$ cat config.mk
export PLATFORM = sky130hd
export DESIGN_NAME = mod12_load_arbiter_flat
export DESIGN_NICKNAME = d
export VERILOG_FILES = /design/src/rtl/mod12_load_arbiter_if.sv /design/src/rtl/mod12_load_arbiter.sv /design/src/flat_wrapper.sv
export SDC_FILE = /design/constraint.sdc
export NUM_CORES = 1
export LEC_CHECK = 0
export ABC_AREA = 1
export ABC_CLOCK_PERIOD_IN_PS = 1600
export CAP_MARGIN = 15
export CORE_MARGIN = 1
export CORE_UTILIZATION = 47
export DETAILED_ROUTE_END_ITERATION = 8
export PLACE_DENSITY = 0.78
export SYNTH_ARGS = -nofsm -noshare
export SYNTH_HDL_FRONTEND = slang
export SYNTH_SLANG_ARGS = --single-unit
$ cat constraint.sdc
create_clock -name clk -period 1.6 [get_ports clk]
set_clock_uncertainty 0.15 [all_clocks]
set_input_delay 0.32 -clock clk [delete_from_list [all_inputs] [get_ports clk]]
set_output_delay 0.32 -clock clk [all_outputs]
set_load 0.02 [all_outputs]
$ cat src/rtl/mod12_load_arbiter_if.sv
// Bundle of the two requester handshakes, the counter load port and the
// busy flag shared between the arbiter and its surroundings.
interface mod12_load_arbiter_if;
  logic       req0;
  logic [3:0] val0;
  logic       ack0;
  logic       err0;
  logic       req1;
  logic [3:0] val1;
  logic       ack1;
  logic       err1;
  logic [3:0] count;
  logic       load;
  logic [3:0] d_out;
  logic       busy;

  // Requesters plus counter: they drive requests, values and count.
  modport master (
    output req0, val0, req1, val1, count,
    input  ack0, err0, ack1, err1, load, d_out, busy
  );

  // Arbiter side: it consumes requests and count, drives everything else.
  modport slave (
    input  req0, val0, req1, val1, count,
    output ack0, err0, ack1, err1, load, d_out, busy
  );
endinterface

$ cat src/rtl/mod12_load_arbiter.sv
// Round-robin arbiter sharing the synchronous load port of a mod-12
// up counter between two requesters. Each granted value is loaded,
// retried when the 11->0 wrap swallows the load, and confirmed by
// reading count back before acknowledging.
module mod12_load_arbiter #(
  parameter int RETRY_MAX = 2
) (
  input logic                 clk,
  input logic                 rst,
  mod12_load_arbiter_if.slave bus
);

  localparam int RW = $clog2(RETRY_MAX + 1);
  localparam logic [RW-1:0] RETRY_LIM = RW'(RETRY_MAX);

  typedef enum logic [1:0] {
    IDLE   = 2'd0,
    ISSUE  = 2'd1,
    VERIFY = 2'd2,
    RESP   = 2'd3
  } state_t;

  state_t        state, state_n;
  logic          ptr, ptr_n;
  logic          idx, idx_n;
  logic [3:0]    v, v_n;
  logic [RW-1:0] retry, retry_n;
  logic [RW-1:0] retry_inc;

  logic          win;
  logic [3:0]    win_val;

  logic          load_q, load_n;
  logic [3:0]    d_out_q, d_out_n;
  logic          ack_n, err_n;
  logic          ack0_q, err0_q, ack1_q, err1_q;
  logic          busy_q;

  // Pick the winner of the current requests and the saturating retry increment.
  always_comb begin
    win       = 1'b0;
    win_val   = bus.val0;
    retry_inc = retry;
    if (bus.req0 && bus.req1) begin
      win = ptr;
    end else begin
      win = bus.req1;
    end
    win_val = win ? bus.val1 : bus.val0;
    if (retry != RETRY_LIM) begin
      retry_inc = retry + 1'b1;
    end
  end

  // Next-state and next-output logic for the grant/issue/verify/respond flow.
  always_comb begin
    state_n = state;
    ptr_n   = ptr;
    idx_n   = idx;
    v_n     = v;
    retry_n = retry;
    load_n  = 1'b0;
    d_out_n = d_out_q;
    ack_n   = 1'b0;
    err_n   = 1'b0;
    case (state)
      IDLE: begin
        if (bus.req0 || bus.req1) begin
          idx_n = win;
          v_n   = win_val;
          ptr_n = ~win;
          if (win_val >= 4'd12) begin
            state_n = RESP;
            err_n   = 1'b1;
          end else begin
            state_n = ISSUE;
            load_n  = 1'b1;
            d_out_n = win_val;
            retry_n = '0;
          end
        end
      end
      ISSUE: begin
        if (bus.count == 4'd11) begin
          retry_n = retry_inc;
          if (retry_inc == RETRY_LIM) begin
            state_n = RESP;
            err_n   = 1'b1;
          end else begin
            load_n = 1'b1;
          end
        end else begin
          state_n = VERIFY;
        end
      end
      VERIFY: begin
        state_n = RESP;
        if (bus.count == v) begin
          ack_n = 1'b1;
        end else begin
          err_n = 1'b1;
        end
      end
      RESP: begin
        state_n = IDLE;
      end
      default: begin
        state_n = IDLE;
      end
    endcase
  end

  // Register state, bookkeeping and every output; rst drops any transaction.
  always_ff @(posedge clk) begin
    if (rst) begin
      state   <= IDLE;
      ptr     <= 1'b0;
      idx     <= 1'b0;
      v       <= 4'd0;
      retry   <= '0;
      load_q  <= 1'b0;
      d_out_q <= 4'd0;
      ack0_q  <= 1'b0;
      err0_q  <= 1'b0;
      ack1_q  <= 1'b0;
      err1_q  <= 1'b0;
      busy_q  <= 1'b0;
    end else begin
      state   <= state_n;
      ptr     <= ptr_n;
      idx     <= idx_n;
      v       <= v_n;
      retry   <= retry_n;
      load_q  <= load_n;
      d_out_q <= d_out_n;
      ack0_q  <= ack_n & ~idx_n;
      err0_q  <= err_n & ~idx_n;
      ack1_q  <= ack_n & idx_n;
      err1_q  <= err_n & idx_n;
      busy_q  <= (state_n != IDLE);
    end
  end

  assign bus.load  = load_q;
  assign bus.d_out = d_out_q;
  assign bus.ack0  = ack0_q;
  assign bus.err0  = err0_q;
  assign bus.ack1  = ack1_q;
  assign bus.err1  = err1_q;
  assign bus.busy  = busy_q;

endmodule

$ cat src/flat_wrapper.sv
// flat-port wrapper written by rule: the top's interface ports become plain ports
module mod12_load_arbiter_flat 
#(
  parameter int RETRY_MAX = 2
)
  (clk, rst, bus_req0, bus_val0, bus_req1, bus_val1, bus_count, bus_ack0, bus_err0, bus_ack1, bus_err1, bus_load, bus_d_out, bus_busy);
  mod12_load_arbiter_if bus_i ();
  input logic clk;
  input logic rst;
  input wire logic [$bits(bus_i.req0)-1:0] bus_req0;
  input wire logic [$bits(bus_i.val0)-1:0] bus_val0;
  input wire logic [$bits(bus_i.req1)-1:0] bus_req1;
  input wire logic [$bits(bus_i.val1)-1:0] bus_val1;
  input wire logic [$bits(bus_i.count)-1:0] bus_count;
  output wire logic [$bits(bus_i.ack0)-1:0] bus_ack0;
  output wire logic [$bits(bus_i.err0)-1:0] bus_err0;
  output wire logic [$bits(bus_i.ack1)-1:0] bus_ack1;
  output wire logic [$bits(bus_i.err1)-1:0] bus_err1;
  output wire logic [$bits(bus_i.load)-1:0] bus_load;
  output wire logic [$bits(bus_i.d_out)-1:0] bus_d_out;
  output wire logic [$bits(bus_i.busy)-1:0] bus_busy;
  assign bus_i.req0 = bus_req0;
  assign bus_i.val0 = bus_val0;
  assign bus_i.req1 = bus_req1;
  assign bus_i.val1 = bus_val1;
  assign bus_i.count = bus_count;
  assign bus_ack0 = bus_i.ack0;
  assign bus_err0 = bus_i.err0;
  assign bus_ack1 = bus_i.ack1;
  assign bus_err1 = bus_i.err1;
  assign bus_load = bus_i.load;
  assign bus_d_out = bus_i.d_out;
  assign bus_busy = bus_i.busy;
  mod12_load_arbiter #(.RETRY_MAX(RETRY_MAX)) u_core (.clk(clk), .rst(rst), .bus(bus_i));
endmodule
==> out/qor.csv <==
metric,value,unit
Final Routed Wirelength,2.15,mm
Pins Over Slew Limit,0,
flop2flop setup slack,0.19,ns
largest area contributor in the netlist,dfxtp_1,
Clock Root Buffer,clkbuf_4,
Area Overhead vs Synth,38.3,%
utilization after layout,69.5,%
post-synthesis instance total,128,
routed wl met2,1.09,mm
CP required,1.13,ns
multi-input logic area,520,um^2
vias in the first global route,781,
placed inst area,1330,um^2
maxcap violations,0,
#FFs+latches synth,20,
drt drc,0,
most common cell in the netlist,dfxtp_1,
Synth area leaders,"dfxtp_1 (40%), nand3_1 (7.5%), nand2_1 (6.4%)",
CTS tree,built,
CP max-delay cell,dfxtp_1,
Final Wtd Congestion,0.896,
crit start category,flip-flop,
WS Path Type,flip-flop to primary output,
Buf/Inv on CP,1,
antenna violations before repair,0,
"Setup Fix Bufs, Post-CTS",0,
FP Rows,16,
clock buffer depth,2,
register area,400,um^2
drt wl/cell,11.4,um
Final HPWL DP,1.69,mm
Metal-1 WL,919,um
CTS H-Tree Depth,1,
synthesized area,996,um^2
Die Y,48.0,um
"Arr. time, crit path",1.03,ns
layout cell share with drive strength beyond 1,22.4,%
commonest cells in the netlist,"dfxtp_1 (20), nand2_1 (17), inv_1 (16)",
DRT iter0 DRCs,18,
total number of vias,894,
total power,1540,uW
"slowest stage delay, CP",0.37,ns
syn_nets,145,
CTS Hold Buffers Added,0,
unrepaired setup endpoints after global routing,false,
f_max,0.666,GHz
CTS buffer count,3,
PortBufs,25,
length of routed met3 wiring,81,um
fin area,1380,um^2
# clock sinks,20,
Top Layer Used,met4,
Synth top area share,40.2,%
DIE AREA,2310,um^2
Die Span X,48.0,um
register area share after synthesis,40.2,%
HP Class,flip-flop to flip-flop,
family with the most delay on the worst path,flip-flops,
number of flops mapped to enable cells by yosys,0,
fin crit share,93.8,%
clk slew on worst S/H paths,0.12,ns
Layout Nets,179,
Initial Util,50.3,%
Final min period,1.50,ns
first-pass GRT wire length,3.28,mm
routed vias/inst,4.76,
Syn Area/Cell,7.78,um^2
hold slack,0.319,ns
Pwr Density,1120,nW/um^2
Slew HR,78.1,%
post-synth cell types,25,
largest net degree at the start of global routing,13,
worst vdd ir,748,uV
Yosys warnings,0,
TritonRoute pass-1 iters,4,
CORE AREA,1980,um^2
GRT overflow,0,
CP cell instances,dlygate4sd2_1,
Async SR Flop Fraction,0,%
Final Hold Viols,0,
Setup Viol. Count Final,0,
worst-path maximum fanout,2,
"Clk Latency, worst-skew pair",0.31,ns
"Top FF cell, synth",dfxtp_1,
filler instances,162,
Slew @ Worst Pin,0.326,ns
antenna violation net count after detailed routing,0,
P_leak,0.000685,uW
# diodes,0,
status,"complete, no violations",
crit end category,primary output,
Total GRT Usage,21.5,%
Top Ports,26,
-- flip-flops by register name, summed over array words and instances, names as in the netlist --
| name | cells |
|---|---|
| u_core.retry | 2 |
| u_core.bus.busy | 1 |
| u_core.bus.ack1 | 1 |
| u_core.ptr | 1 |
| u_core.v | 4 |
| u_core.state | 2 |
| u_core.idx | 1 |
| u_core.bus.d_out | 4 |
| u_core.bus.ack0 | 1 |
| u_core.bus.err0 | 1 |
| u_core.bus.load | 1 |
| u_core.bus.err1 | 1 |
-- where the power goes --
part / total (uW) / switching, uW / internal, uW
Sequential: 603 / 34.1 / 569
Clock: 419 / 165 / 253
Combinational: 515 / 308 / 207
Total: 1540 / 508 / 1030
-- final timing paths --
kind	startpoint	endpoint	cells after the start
setup / recovery	u_core.bus.d_out[2]	bus_d_out[2]	1
hold reg to reg	u_core.bus.d_out[1]	u_core.bus.d_out[1]	2
setup reg to reg	u_core.retry[1]	u_core.bus.busy	6
hold / removal	u_core.bus.d_out[1]	u_core.bus.d_out[1]	2
-- metal layers --
| metal | track usage (%) | vias to the layer above |
|---|---|---|
| li1 | - | 475 |
| met1 | 23.5 | 387 |
| met2 | 38.4 | 25 |
| met3 | 4.53 | 7 |
| met4 | 11.7 | 0 |
| met5 | 0 | - |
-- layout make-up --
cell class / instances / share of cell area (%)
repair buffers: 30 / 21.3
inverters: 20 / 5.63
clock buffers: 3 / 1.63
flip-flops and latches: 20 / 29.1
well taps: 27 / 2.45
multi-input cells: 87 / 37.8
clock inverters: 1 / 2.18
-- logic make-up after synthesis --
group	share of synthesized area [%]
DFF	40.2
buffers and inverters	8.17
adders and majority gates	1.26
and+or+nand+nor	36.4
xor gates and xnor gates	3.52
AOI/OAI and AO/OA	10.4
-- placed cells by master, fill, tap and decap left out --
| master | Yosys | routed |
|---|---|---|
| nand3_2 | 2 | 2 |
| ha_1 | 1 | 1 |
| inv_2 | 2 | 2 |
| buf_12 | 0 | 1 |
| and3_1 | 1 | 1 |
| nor3_1 | 2 | 2 |
| xor2_1 | 4 | 4 |
| nand2_2 | 10 | 10 |
| dlygate4sd2_1 | 0 | 10 |
| clkbuf_4 | 0 | 3 |
| inv_1 | 16 | 16 |
| o211a_1 | 1 | 1 |
| bufinv_16 | 0 | 1 |
| a31oi_2 | 0 | 1 |
| nor2_2 | 1 | 1 |
| buf_4 | 0 | 4 |
| inv_4 | 1 | 1 |
| nor2_1 | 15 | 15 |
| o21ai_1 | 1 | 2 |
| o21ai_2 | 1 | 1 |
| dlymetal6s2s_1 | 0 | 2 |
| nand3_1 | 15 | 15 |
| nand2_8 | 2 | 2 |
| clkinv_1 | 1 | 1 |
| a21oi_2 | 5 | 5 |
| a21oi_1 | 3 | 3 |
| nand2_4 | 2 | 2 |
| o21ai_0 | 3 | 2 |
| dfxtp_1 | 20 | 20 |
| nand2_1 | 17 | 17 |
| clkdlybuf4s50_1 | 0 | 13 |
-- through the flow --
step,setup WS [ns],instances,TNS [ns]
6_report,0.0992,188,0
5_1_grt,0.0308,188,0
4_1_cts,0.0495,188,0
3_5_place_dp,-0.296,184,-3.70
3_3_place_gp,-0.229,184,-3.03
2_1_floorplan,0.330,128,0
-- what timing repair did --
| item | in CTS | in global routing |
|---|---|---|
| setup endpoints to repair | 10 | 10 |
| pin swaps | 0 | 0 |
| resized for setup | 10 | 4 |
Note: power is estimated with default switching activity, not from simulation.
